<file path="src/rtl/readout_sequencer_pkg.sv">
// readout_sequencer_pkg
//   Shared definitions for the readout sequencer: FSM state encoding,
//   header bit positions, record length, post-record hold length and the
//   header byte builder.
//   No ports (package).
package readout_sequencer_pkg;

  typedef enum logic [2:0] {
    IDLE   = 3'd0,
    HDR    = 3'd1,
    DATA   = 3'd2,
    CSUM   = 3'd3,
    UNLOAD = 3'd4,
    HOLD   = 3'd5
  } state_t;

  localparam int OVR_BIT      = 7;
  localparam int REC_BIT      = 6;
  localparam int RECORD_BYTES = 8;
  localparam int HOLD_CYCLES  = 2;

  // Header layout: [7]=overrun-only, [6]=full record follows, [5:0]=channel.
  function automatic logic [7:0] make_header(input logic ovr, input logic [5:0] idx);
    logic [7:0] h;
    h          = {2'b00, idx};
    h[OVR_BIT] = ovr;
    h[REC_BIT] = ~ovr;
    return h;
  endfunction

endpackage

</file>
<file path="src/rtl/readout_sequencer_rr_arbiter.sv">
// rr_arbiter
//   Combinational round-robin search: starting at 'pointer', walks the
//   attention vector upward modulo NUM_CHANNELS and reports the first set
//   channel.
//   Ports:
//     attention [NUM_CHANNELS] in  : per-channel request
//     pointer   [CHAN_W]       in  : first channel to consider (< NUM_CHANNELS)
//     grant     [CHAN_W]       out : winning channel index (0 when none)
//     found                    out : any request present
module rr_arbiter #(
  parameter int NUM_CHANNELS = 4,
  parameter int CHAN_W       = 2
) (
  input  logic [NUM_CHANNELS-1:0] attention,
  input  logic [CHAN_W-1:0]       pointer,
  output logic [CHAN_W-1:0]       grant,
  output logic                    found
);

  // cand[k] is the channel examined k-th in search order.
  logic [CHAN_W-1:0] cand [NUM_CHANNELS];

  for (genvar gi = 0; gi < NUM_CHANNELS; gi++) begin : g_cand
    assign cand[gi] = (int'(pointer) + gi >= NUM_CHANNELS)
                    ? CHAN_W'(int'(pointer) + gi - NUM_CHANNELS)
                    : CHAN_W'(int'(pointer) + gi);
  end

  // Scan from the far end so the nearest candidate is written last and wins.
  always_comb begin
    grant = '0;
    found = 1'b0;
    for (int k = NUM_CHANNELS - 1; k >= 0; k--) begin
      if (attention[cand[k]]) begin
        grant = cand[k];
        found = 1'b1;
      end
    end
  end

endmodule

</file>
<file path="src/rtl/readout_sequencer.sv">
// readout_sequencer
//   Round-robin grants one attentive event-logger channel and serialises its
//   timestamp record (header + 8 data bytes) onto a valid/ready byte stream.
//   Issues the per-channel unload / clearoverrun strobes and drives the
//   shared byteaddr bus.
//   Optional build macro READOUT_CHECKSUM_EN: appends one trailer byte (XOR of
//   every byte of the record) before unload / overrun clear.
//   Ports:
//     clk, rstn (async, active-low)
//     attention[N], overrun[N]  in  : channel flags
//     chandata[8N]              in  : channel i byte at [8i+7:8i]
//     byteaddr[3]               out : byte select to all channels
//     unload[N], clearoverrun[N] out: one-cycle one-hot strobes
//     outbyte[8], outvalid      out : stream byte / valid
//     outready                  in  : sink accepts byte
//     busy                      out : not in IDLE
module readout_sequencer
  import readout_sequencer_pkg::*;
#(
  parameter int NUM_CHANNELS = 4,
  parameter int CHAN_W       = 2
) (
  input  logic                      clk,
  input  logic                      rstn,
  input  logic [NUM_CHANNELS-1:0]   attention,
  input  logic [NUM_CHANNELS-1:0]   overrun,
  input  logic [8*NUM_CHANNELS-1:0] chandata,
  output logic [2:0]                byteaddr,
  output logic [NUM_CHANNELS-1:0]   unload,
  output logic [NUM_CHANNELS-1:0]   clearoverrun,
  output logic [7:0]                outbyte,
  output logic                      outvalid,
  input  logic                      outready,
  output logic                      busy
);

  localparam logic [2:0] LAST_ADDR = 3'(RECORD_BYTES - 1);

  state_t                  state_reg, state_next;
  logic [CHAN_W-1:0]       grant_reg, rr_ptr_reg;
  logic [CHAN_W-1:0]       arb_grant, rr_ptr_next;
  logic                    arb_found;
  logic [2:0]              byteaddr_reg;
  logic [NUM_CHANNELS-1:0] clear_reg;
  logic [NUM_CHANNELS-1:0] grant_onehot;
  logic [1:0]              hold_cnt_reg;
  logic [7:0]              chan_bytes [NUM_CHANNELS];
  logic [7:0]              cur_byte;
  logic [7:0]              header_byte;
  logic                    cur_ovr;
  logic                    xfer;
`ifdef READOUT_CHECKSUM_EN
  logic [7:0]              csum_reg;
  logic                    ovr_rec_reg;
`endif

  rr_arbiter #(
    .NUM_CHANNELS (NUM_CHANNELS),
    .CHAN_W       (CHAN_W)
  ) u_arb (
    .attention (attention),
    .pointer   (rr_ptr_reg),
    .grant     (arb_grant),
    .found     (arb_found)
  );

  for (genvar gi = 0; gi < NUM_CHANNELS; gi++) begin : g_chan
    assign chan_bytes[gi]   = chandata[8*gi +: 8];
    assign grant_onehot[gi] = (grant_reg == CHAN_W'(gi));
  end

  assign rr_ptr_next = (arb_grant == CHAN_W'(NUM_CHANNELS - 1)) ? '0 : arb_grant + 1'b1;
  assign cur_byte    = chan_bytes[grant_reg];
  assign cur_ovr     = overrun[grant_reg];
  assign header_byte = make_header(cur_ovr, 6'(grant_reg));
  assign xfer        = outvalid & outready;

  assign byteaddr     = byteaddr_reg;
  assign clearoverrun = clear_reg;
  assign busy         = (state_reg != IDLE);

  always_comb begin
    state_next = state_reg;
    outvalid   = 1'b0;
    outbyte    = 8'h00;
    unload     = '0;
    case (state_reg)
      IDLE: if (arb_found) state_next = HDR;
      HDR: begin
        outvalid = 1'b1;
        outbyte  = header_byte;
        if (outready) begin
`ifdef READOUT_CHECKSUM_EN
          state_next = cur_ovr ? CSUM : DATA;
`else
          state_next = cur_ovr ? HOLD : DATA;
`endif
        end
      end
      DATA: begin
        outvalid = 1'b1;
        outbyte  = cur_byte;
        if (outready && byteaddr_reg == LAST_ADDR) begin
`ifdef READOUT_CHECKSUM_EN
          state_next = CSUM;
`else
          state_next = UNLOAD;
`endif
        end
      end
`ifdef READOUT_CHECKSUM_EN
      CSUM: begin
        outvalid = 1'b1;
        outbyte  = csum_reg;
        if (outready) state_next = ovr_rec_reg ? HOLD : UNLOAD;
      end
`endif
      UNLOAD: begin
        unload     = grant_onehot;
        state_next = HOLD;
      end
      HOLD: if (hold_cnt_reg == 2'(HOLD_CYCLES - 1)) state_next = IDLE;
      default: state_next = IDLE;
    endcase
  end

  always_ff @(posedge clk or negedge rstn) begin
    if (!rstn) begin
      state_reg    <= IDLE;
      grant_reg    <= '0;
      rr_ptr_reg   <= '0;
      byteaddr_reg <= '0;
      clear_reg    <= '0;
      hold_cnt_reg <= '0;
`ifdef READOUT_CHECKSUM_EN
      csum_reg     <= '0;
      ovr_rec_reg  <= 1'b0;
`endif
    end else begin
      state_reg    <= state_next;
      clear_reg    <= '0;
      hold_cnt_reg <= (state_reg == HOLD) ? hold_cnt_reg + 2'd1 : 2'd0;
      if (state_reg == IDLE && arb_found) begin
        grant_reg  <= arb_grant;
        rr_ptr_reg <= rr_ptr_next;
      end
      if (state_reg == HDR && xfer) begin
        byteaddr_reg <= '0;
`ifdef READOUT_CHECKSUM_EN
        csum_reg    <= header_byte;
        ovr_rec_reg <= cur_ovr;
`else
        if (cur_ovr) clear_reg <= grant_onehot;
`endif
      end
      // byteaddr wraps 7 -> 0 on the final data transfer.
      if (state_reg == DATA && xfer) begin
        byteaddr_reg <= byteaddr_reg + 3'd1;
`ifdef READOUT_CHECKSUM_EN
        csum_reg     <= csum_reg ^ cur_byte;
`endif
      end
`ifdef READOUT_CHECKSUM_EN
      if (state_reg == CSUM && xfer && ovr_rec_reg) clear_reg <= grant_onehot;
`endif
    end
  end

endmodule
</file>
<file path="config.mk">
export PLATFORM = sky130hd
export DESIGN_NAME = readout_sequencer
export DESIGN_NICKNAME = d
export VERILOG_FILES = /design/src/rtl/readout_sequencer_pkg.sv /design/src/rtl/readout_sequencer_rr_arbiter.sv /design/src/rtl/readout_sequencer.sv
export SDC_FILE = /design/constraint.sdc
export NUM_CORES = 1
export LEC_CHECK = 0
export CAP_MARGIN = 20
export CORE_MARGIN = 4
export CORE_UTILIZATION = 41
export DETAILED_ROUTE_END_ITERATION = 10
export PLACE_DENSITY = 0.87
export SLEW_MARGIN = 30
export SYNTH_ARGS = -nofsm -noshare
export SYNTH_HDL_FRONTEND = slang
export SYNTH_SLANG_ARGS = --single-unit
</file>
<file path="constraint.sdc">
create_clock -name clk -period 4.1 [get_ports clk]
set_input_delay 0.82 -clock clk [delete_from_list [all_inputs] [get_ports clk]]
set_output_delay 0.82 -clock clk [all_outputs]
set_load 0.02 [all_outputs]
</file>
## After elaboration in Yosys (flattened, before gate mapping)

Index checks and enable logic that the tools add are counted.

| storage, ports and cells | value |
|---|---|
| bits in registers | 16 |
| input bits | 43 |
| word-level logic and storage cells | 93 |

| cells by class | value |
|---|---|
| bitwise gates (word level) | 3 |
| reductions and logical operators | 10 |
| equal/unequal tests | 14 |
| $add $sub $neg | 10 |
| multiplexer cells | 40 |
| magnitude comparators | 10 |

Operators with widths:

| kind | number |
|---|---|
| two-way mux 3 bit | 7 |
| two-way mux 2 bit | 10 |
| binary-select mux 8 bit (select 2 bit) | 1 |
| two-way mux 8 bit | 2 |
| case mux 8 bit (2 select lines) | 1 |
| < comparator 2 x 3 -> 1 bit (second input constant) | 5 |
| case mux 3 bit (5 select lines) | 1 |
| >= comparator 3 bit (second input constant) | 4 |
| two-way mux 4 bit | 3 |
| binary-select mux 1 bit (select 2 bit) | 5 |
| two-way mux 1 bit | 10 |
| equality test 3 bit (second input constant) | 3 |
| != test 2 bit (second input constant) | 4 |
| subtractor 2 x 1 -> 2 bit (second input constant) | 4 |
| adder 2 x 2 -> 3 bit (second input constant) | 2 |
| equality test 2 bit (second input constant) | 3 |
| adder 2 x 1 -> 2 bit (second input constant) | 2 |
| equality test 2 x 1 -> 1 bit (second input constant) | 2 |
| logical AND 1 bit | 4 |
| AND reduction 4 bit | 1 |
| adder 2 x 1 -> 3 bit (second input constant) | 1 |
| adder 3 x 1 -> 3 bit (second input constant) | 1 |
| equality test 3 x 1 -> 1 bit (second input constant) | 1 |
| equality test 3 x 2 -> 1 bit (second input constant) | 1 |
| other kinds (9) | 9 |

## Depth between registers and ports, before layout

Gate-level depths: netlist of the first run.

| logic depth | value |
|---|---|
| depth after elaboration | 11 |
| gate-level depth with buffers | 5 |

## Cells and area by module

Synthesis of the first run repeated with hierarchy kept, for this count alone.

| second synthesis, totals | value |
|---|---|
| cells, all modules | 108 |
| area, all modules | 1146.1 sq um |

Modules (own cells, without submodules):

| module | area an instance (sq um) | cells an instance | instances |
|---|---|---|---|
| readout_sequencer | 1068.5 | 95 | 1 |
| rr_arbiter | 77.6 | 13 | 1 |

## Least setup slack after synthesis of the first run

Ideal clock, no wire load.

| path | value |
|---|---|
| path kind | in2out |
| from | in overrun[3] |
| to | out outbyte[6] |
| arrival | 1760 ps |
| slack | 1520 ps |
| cell stages on the path | 4 |
| cell sequence | mux4_2 > nor2_1 > a21oi_1 > nor2_1 |

| between the ends | value |
|---|---|
| word-level cells in the longest chain between the ends | 4 |

RTL lines:

| item | line | source |
|---|---|---|
| from (decl) | readout_sequencer.sv:26 | `input logic [NUM_CHANNELS-1:0] overrun,` |
| binary-select mux 1 bit (select 2 bit) | readout_sequencer.sv:74 | `assign cur_ovr = overrun[grant_reg];` |
| two-way mux 1 bit (not written as such) | readout_sequencer.sv:74 |  |
| NOT 1 bit | readout_sequencer_pkg.sv:27 | `h[REC_BIT] = ~ovr;` |
| case mux 8 bit (2 select lines) | readout_sequencer.sv:87 | `case (state_reg)` |
| to (decl) | readout_sequencer.sv:31 | `output logic [7:0] outbyte,` |

No other way between the ends. The select of a mux whose other input is x is not followed.

## Worst setup path in the final report of the first run

Same ends and word-level chain as after synthesis.

==> results of run 1 <==
## worst min-delay path by stage
stage	depth (start not counted)	to	start	slack [ns]
2_1_floorplan	1	hold_cnt_reg[0]$_DFF_PN0_	hold_cnt_reg[0]$_DFF_PN0_	0.41
6_report	1	hold_cnt_reg[0]$_DFF_PN0_	hold_cnt_reg[0]$_DFF_PN0_	0.45
4_1_cts	1	hold_cnt_reg[0]$_DFF_PN0_	hold_cnt_reg[0]$_DFF_PN0_	0.45
3_5_place_dp	1	hold_cnt_reg[0]$_DFF_PN0_	hold_cnt_reg[0]$_DFF_PN0_	0.44
3_3_place_gp	1	hold_cnt_reg[0]$_DFF_PN0_	hold_cnt_reg[0]$_DFF_PN0_	0.42
5_1_grt	1	hold_cnt_reg[0]$_DFF_PN0_	hold_cnt_reg[0]$_DFF_PN0_	0.46
## where the power goes
| part | switching (mW) | total [mW] | internal, mW |
|---|---|---|---|
| combinational | 0.232 | 0.527 | 0.295 |
| sequential | 0.111 | 0.315 | 0.204 |
| clock | 0.0513 | 0.105 | 0.0540 |
| total | 0.395 | 0.948 | 0.553 |
## final cells by class
type                       count  area (um2)
timing repair buffer          63       630.6
clock buffer                   4       36.28
tap                           30       37.54
inverter                       4       15.01
sequential                    16       400.4
fill                         195       753.2
multi-input combinational     84       671.9
## per-layer routing
metal  part of all wire  wire (um)  GRT usage  vias to the layer above
li1                   -          -          -                      532
met1               0.37       1286     0.2335                      562
met2               0.56       1915     0.3750                       41
met3              0.046        157    0.04681                        8
met4              0.022         74    0.05380                        0
met5                  0          0          0                        -
## cell families after synthesis
kind of cell | synth area share
DFF | 0.3556
AOI/OAI and AO/OA | 0.1345
muxes | 0.2089
xor gates and xnor gates | 0.007779
adders and majority gates | 0.03334
buffers and inverters | 0.04778
and+or+nand+nor | 0.2122
## Yosys cell counts (2+ instances only)
| cell type | instances | area, um2 |
|---|---|---|
| ha_1 | 3 | 37.54 |
| nor2_1 | 17 | 63.81 |
| nor3b_1 | 2 | 15.01 |
| buf_2 | 4 | 20.02 |
| a311oi_1 | 2 | 17.52 |
| clkbuf_1 | 2 | 7.510 |
| mux4_2 | 6 | 135.1 |
| nor3_1 | 3 | 15.01 |
| inv_1 | 4 | 15.01 |
| nand2b_1 | 5 | 31.28 |
| nor2b_1 | 2 | 12.51 |
| dfrtp_1 | 16 | 400.4 |
| a22oi_1 | 3 | 22.52 |
| a21oi_1 | 5 | 25.02 |
| a22o_1 | 2 | 17.52 |
| o21ai_0 | 2 | 10.01 |
| nand2_1 | 9 | 33.78 |
| and3_1 | 5 | 31.28 |
| mux4_1 | 3 | 78.83 |
## worst reg2reg max path, cell delays in order, from the launching register on
cell	delay, ns
dfrtp_1	0.81
mux4_2	0.66
nand4b_1	0.24
o221ai_1	0.17
## layout by cell type (no fill, tap or decap), types with 2 or more instances in the layout
cell type	count
mux4_2	6
a311oi_1	2
nand2_1	9
inv_1	4
a21oi_1	5
o21ai_0	2
mux4_1	3
nor3b_1	2
a22oi_1	3
dfrtp_1	16
nor3_1	3
clkdlybuf4s50_1	63
nand2b_1	5
nor2_1	17
clkbuf_4	3
and3_1	5
ha_1	3
a22o_1	2
nor2b_1	2
## through the flow
| stage | hold WS, ns | power, mW |
|---|---|---|
| after floorplan | 0.4139 | 0.6588 |
| after global placement | 0.4222 | 0.8209 |
| after detailed placement | 0.4363 | 0.8462 |
| after CTS | 0.4499 | 0.9541 |
| after global routing | 0.4624 | 1.018 |
| final | 0.4463 | 0.9480 |
==> metrics.md, run 1 <==
| Metric | Value |
|---|---|
| Startpoint types | `primary input` |
| Detailed placement HPWL | `about 2.8 mm` |
| F_max | `288.6 MHz` |
| # rows | `18` |
| Ports | `between 60 and 70` |
| Cts repair resizes | `0` |
| DRT Pass-1 Iters | `5` |
| First-pass GRT wire length | `~5.5 mm` |
| Mapped Nets | `between 150 and 200` |
| Critical path arrival | `2.65 ns` |
| Synthesized area | `around 1100 um2` |
| Final setup fails | `0` |
| Initial antenna violation count | `0` |
| Top FF cell, synth | `dfrtp_1` |
| Proportion of layout cells with a drive suffix above 1 | `0.08187` |
| Cts hold-fix bufs | `0` |
| Final Hold Vio Count | `0` |
| Flip-flop count of the largest register after layout | `4` |
| Setup Slack @ Placement | `~0.64 ns` |
| Final Worst Setup Slack | `0.6346 ns` |
| CTS Buf Count | `3` |
| Share of the yosys chip area belonging to registers | `0.3556` |
| Post-CTS Setup Bufs | `0` |
| Die span in x | `approximately 60 um` |
| Power per Cell Area | `529.1 nW/um2` |
| Max clock buf depth | `2` |
| Finished Layout Cells | `201` |
| Area Overhead vs Synth | `59.11%` |
| Setup crit end kind | `primary output` |
| Largest net degree at the start of global routing | `17` |
| NumNets Final | `218` |
| Root Driver | `clkbuf_4` |
| Final core utilization | `0.7040` |
| Post-route ant nets | `0` |
| Vias in the first global route | `roughly 1200` |
| Gr ovfl total | `0` |
| Die area | `3649 um2` |
| Placed inst area | `approximately 1800 um2` |
| Max Cap Viol | `0` |
| Post-synth ARST share | `1.000` |
| Worst clock skew | `between 0.001 and 0.0015 ns` |
| Worst R2R End | `state_reg[2]$_DFFE_PN0P_` |
| Synth cell types | `35` |
| Vias per std cell | `between 5 and 6` |
| Worst Setup SP | `overrun[3]` |
| Period minus WS final | `roughly 3.5 ns` |
| Die height | `~60 um` |
| Syn avg cell area | `10.14 um2` |
| WL/cell | `between 15 and 20 um` |
| #FFs+latches synth | `16` |
| Clk slew on worst S/H paths | `~0.10 ns` |
| Dpl cells | `between 150 and 200` |
| GPL Wtd Cong | `just under 0.8` |
| Yosys warnings | `0` |
| Status | `finished, final reports clean` |
| Crit path capture | `outbyte[6]` |
| Final WL | `about 3.4 mm` |
| Worst r2r src | `grant_reg[0]$_DFFE_PN0P_` |
| CTS tree | `done` |
| Post-synth EDFFs | `0` |
| Buf/Inv on CP | `2` |
| Req. time, crit path | `between 3 and 4 ns` |
| Unrepaired setup endpoints after global routing | `no` |
| Rel. slew slack | `0.4798` |
| Fin area | `about 1800 um2` |
| Crit path max fanout | `5` |
| Initial DRC Count | `13` |
| Setup_tns | `0 ns` |
| IO Port Bufs | `63` |
| Critical path's slowest cell | `clkdlybuf4s50_1` |
| Leak | `0.7385 nW` |
| Clk Latency, worst-skew pair | `between 0.2 and 0.3 ns` |
| Cell count after synthesis | `~110` |
| VDD IR max | `roughly 0.00037 V` |
| Fin crit share | `0.8452` |
| Delay-heaviest family, CP | `buffers and inverters` |
| CP Cell Sequence | `clkdlybuf4s50_1 > mux4_2 > nor2_1 > a21oi_1 > nor2_1 > clkdlybuf4s50_1` |
| Worst Reg-to-Reg Cells | `3` |
| Clock Sinks | `16` |
| Slew Viols, Final | `0` |
| Worst slew pin tran | `0.7779 ns` |
| Via count | `1143` |
| Antenna cell count | `0` |
| Worst Hold Class | `reg2reg` |
| H-tree depth | `1` |
| CP Depth | `6` |
| Global Route Usage Sum | `0.2027` |
| Crit path largest cell delay | `slightly above 0.6 ns` |
| DRC violations left | `0` |
| Setup CP Type | `in2out` |
| Initial Utilization | `0.4425` |
| Reg2reg setup slack | `approximately 2.1 ns` |
| Placeable Area | `roughly 2500 um2` |
(Power assumes the default switching activity.)
==> run 2, diff against run 1 <==
- CORE_UTILIZATION: 41 -> 34
- PLACE_DENSITY: 0.87 -> 0.78
- clock period: 4.1 -> 2.8 ns (I/O delays scaled with it)
==> run 2 against run 1 <==
  * Clock skew grew 0.010 ns
  * Setup slack got worse by 0.58 ns
  * Die area is 18% higher
  * Routed wire length up 5.5%
  * Critical endpoint is now outbyte[4]
==> metrics.md, run 2 (same netlist as run 1, synthesis figures left out) <==
| Metric | Value |
|---|---|
| Status | `finished, final reports clean` |
| Setup_tns | `0 ns (unchanged)` |
| Max Cap Viol | `0 (unchanged)` |
| Commonest non-fill, non-tap cells in the layout | `clkdlybuf4s50_1, nor2_1, dfrtp_1` |
| GPL Wtd Cong | `0.7995 (+0.77%)` |
| Root Driver | `clkbuf_4` |
| Cts hold-fix bufs | `0 (unchanged)` |
| Fin crit share | `0.9799` |
| Clock Sinks | `16 (unchanged)` |
| Die area | `4297 um2 (+18%)` |
| Unrepaired setup endpoints after global routing | `no` |
| Worst slew pin tran | `0.7558 ns (-0.02210 ns)` |
| Setup crit end kind | `primary output` |
| Proportion of layout cells with a drive suffix above 1 | `0.1250 (+0.04313)` |
| Via count | `1132 (-0.96%)` |
| Initial antenna violation count | `0 (unchanged)` |
| Worst clock skew | `0.01178 ns (+0.01045 ns)` |
| Setup CP Type | `in2out` |
| Hold path depth | `1 (unchanged)` |
| # rows | `20 (+2)` |
| Die height | `65.55 um (+8.5%)` |
| NumNets Final | `223 (+2.3%)` |
| Storage cell area | `402.9 um2 (+0.62%)` |
| Final Worst Setup Slack | `0.05625 ns (-0.5784 ns)` |
| Slew Viols, Final | `0 (unchanged)` |
| Flip-flop count of the largest register after layout | `4 (unchanged)` |
| Final WL | `3.622 mm (+5.5%)` |
| Final Hold Vio Count | `0 (unchanged)` |
| Initial DRC Count | `43 (+30)` |
| Power per Cell Area | `776.1 nW/um2 (+47%)` |
| Period minus WS final | `about 2.7 ns` |
| Rel. slew slack | `0.4946 (+0.01478)` |
| Clk Latency, worst-skew pair | `0.31 ns (+0.03 ns)` |
| Vias per std cell | `5.145 (-9.5%)` |
| CTS tree | `done` |
| Antenna cell count | `0 (unchanged)` |
| WL/cell | `16.46 um (-3.6%)` |
| H-tree depth | `1 (unchanged)` |
| Area Overhead vs Synth | `65.00%` |
| Initial Utilization | `0.3629 (-0.07957)` |
| VDD IR max | `0.0003254 V (-12%)` |
| Setup Slack @ Placement | `-0.09460 ns (-0.7305 ns)` |
| Clk slew on worst S/H paths | `0.11 ns (about the same)` |
| Max clock buf depth | `2 (unchanged)` |
| Gr ovfl total | `0 (unchanged)` |
| Placeable Area | `3103 um2 (+22%)` |
| Area of the multi-input gates | `674.4 um2 (+0.37%)` |
| Worst Reg-to-Reg Cells | `4 (+1)` |
| Req. time, crit path | `2.24 ns (-1.04 ns)` |
| Final setup fails | `0 (unchanged)` |
| Fillers | `287 (+47%)` |
| Largest net degree at the start of global routing | `17 (unchanged)` |
| Most common library cell in the layout ignoring fill and taps | `clkdlybuf4s50_1` |
| Post-CTS Setup Bufs | `0 (unchanged)` |
| Vias in the first global route | `1226 (+2.9%)` |
| Worst Hold Class | `reg2reg` |
| Critical path arrival | `2.18 ns (-0.47 ns)` |
| Global Route Usage Sum | `0.1844 (-0.01822)` |
| DRT Pass-1 Iters | `4 (-1)` |
| Crit path max fanout | `1 (-4)` |
| First-pass GRT wire length | `5.968 mm (+8.5%)` |
| Die span in x | `65.55 um (+8.5%)` |
| Leak | `0.8426 nW (+14%)` |
| Startpoint types | `primary input` |
| DRC violations left | `0 (unchanged)` |
| IO Port Bufs | `63 (unchanged)` |
| CTS Buf Count | `3 (unchanged)` |
| Post-route ant nets | `0 (unchanged)` |
| F_max | `~360 MHz` |
| Detailed placement HPWL | `2.953 mm (+4.7%)` |
| Ports | `64 (unchanged)` |
-- run 2: repair_timing --
action / CTS / global route
gates resized for setup: 4 / 6
pin swaps: 0 / 0
setup endpoints to repair: 5 / 7
-- run 2: worst paths after layout --
path / from / end / slack (ns)
setup / recovery: chandata[20] / outbyte[4] / 0.06
hold reg to reg: hold_cnt_reg[0]$_DFF_PN0_ / hold_cnt_reg[0]$_DFF_PN0_ / 0.47
setup reg to reg: grant_reg[0]$_DFFE_PN0P_ / state_reg[2]$_DFFE_PN0P_ / 1.11
max in group asynchronous: rstn / grant_reg[0]$_DFFE_PN0P_ / 1.58
min in group asynchronous: rstn / byteaddr[0]$_DFFE_PN0P_ / 0.68
hold / removal: hold_cnt_reg[0]$_DFF_PN0_ / hold_cnt_reg[0]$_DFF_PN0_ / 0.47
-- run 2: worst max-delay path, stage by stage --
cell and delay [ns]:
clkdlybuf4s50_1 0.43, mux4_2 0.45, and3_1 0.19, clkdlybuf4s50_1 0.54
-- run 2: metrics by stage --
stage	utilization	power [mW]	instances	cell area, um2	hold WS (ns)
after global routing	0.5988	1.547	220	1858	0.4900
after CTS	0.5944	1.442	220	1844	0.4650
final	0.5988	1.442	220	1858	0.4687
after floorplan	-	0.9647	111	1126	0.2644
after detailed placement	0.5835	1.291	216	1810	0.4501
after global placement	0.5835	1.260	216	1810	0.4314
-- run 2: layout make-up --
class | count | share of cell area
clock buffer | 4 | 0.01953
inverter | 4 | 0.008081
timing repair buffer | 68 | 0.3630
tap | 44 | 0.02963
sequential | 16 | 0.2168
multi-input combinational | 84 | 0.3630
-- run 2: metal layers --
layer,up-vias,share of wire,track usage
met2,26,0.54,0.3350
met5,-,0,0
met4,0,0.023,0.07772
met3,8,0.036,0.03077
met1,553,0.40,0.2116
li1,545,-,-
-- run 2: where the power goes --
part	switching (mW)	leakage (nW)	internal [mW]
logic	0.414	0.617	0.457
registers	0.103	0.204	0.303
clock network	0.0852	0.0210	0.0794
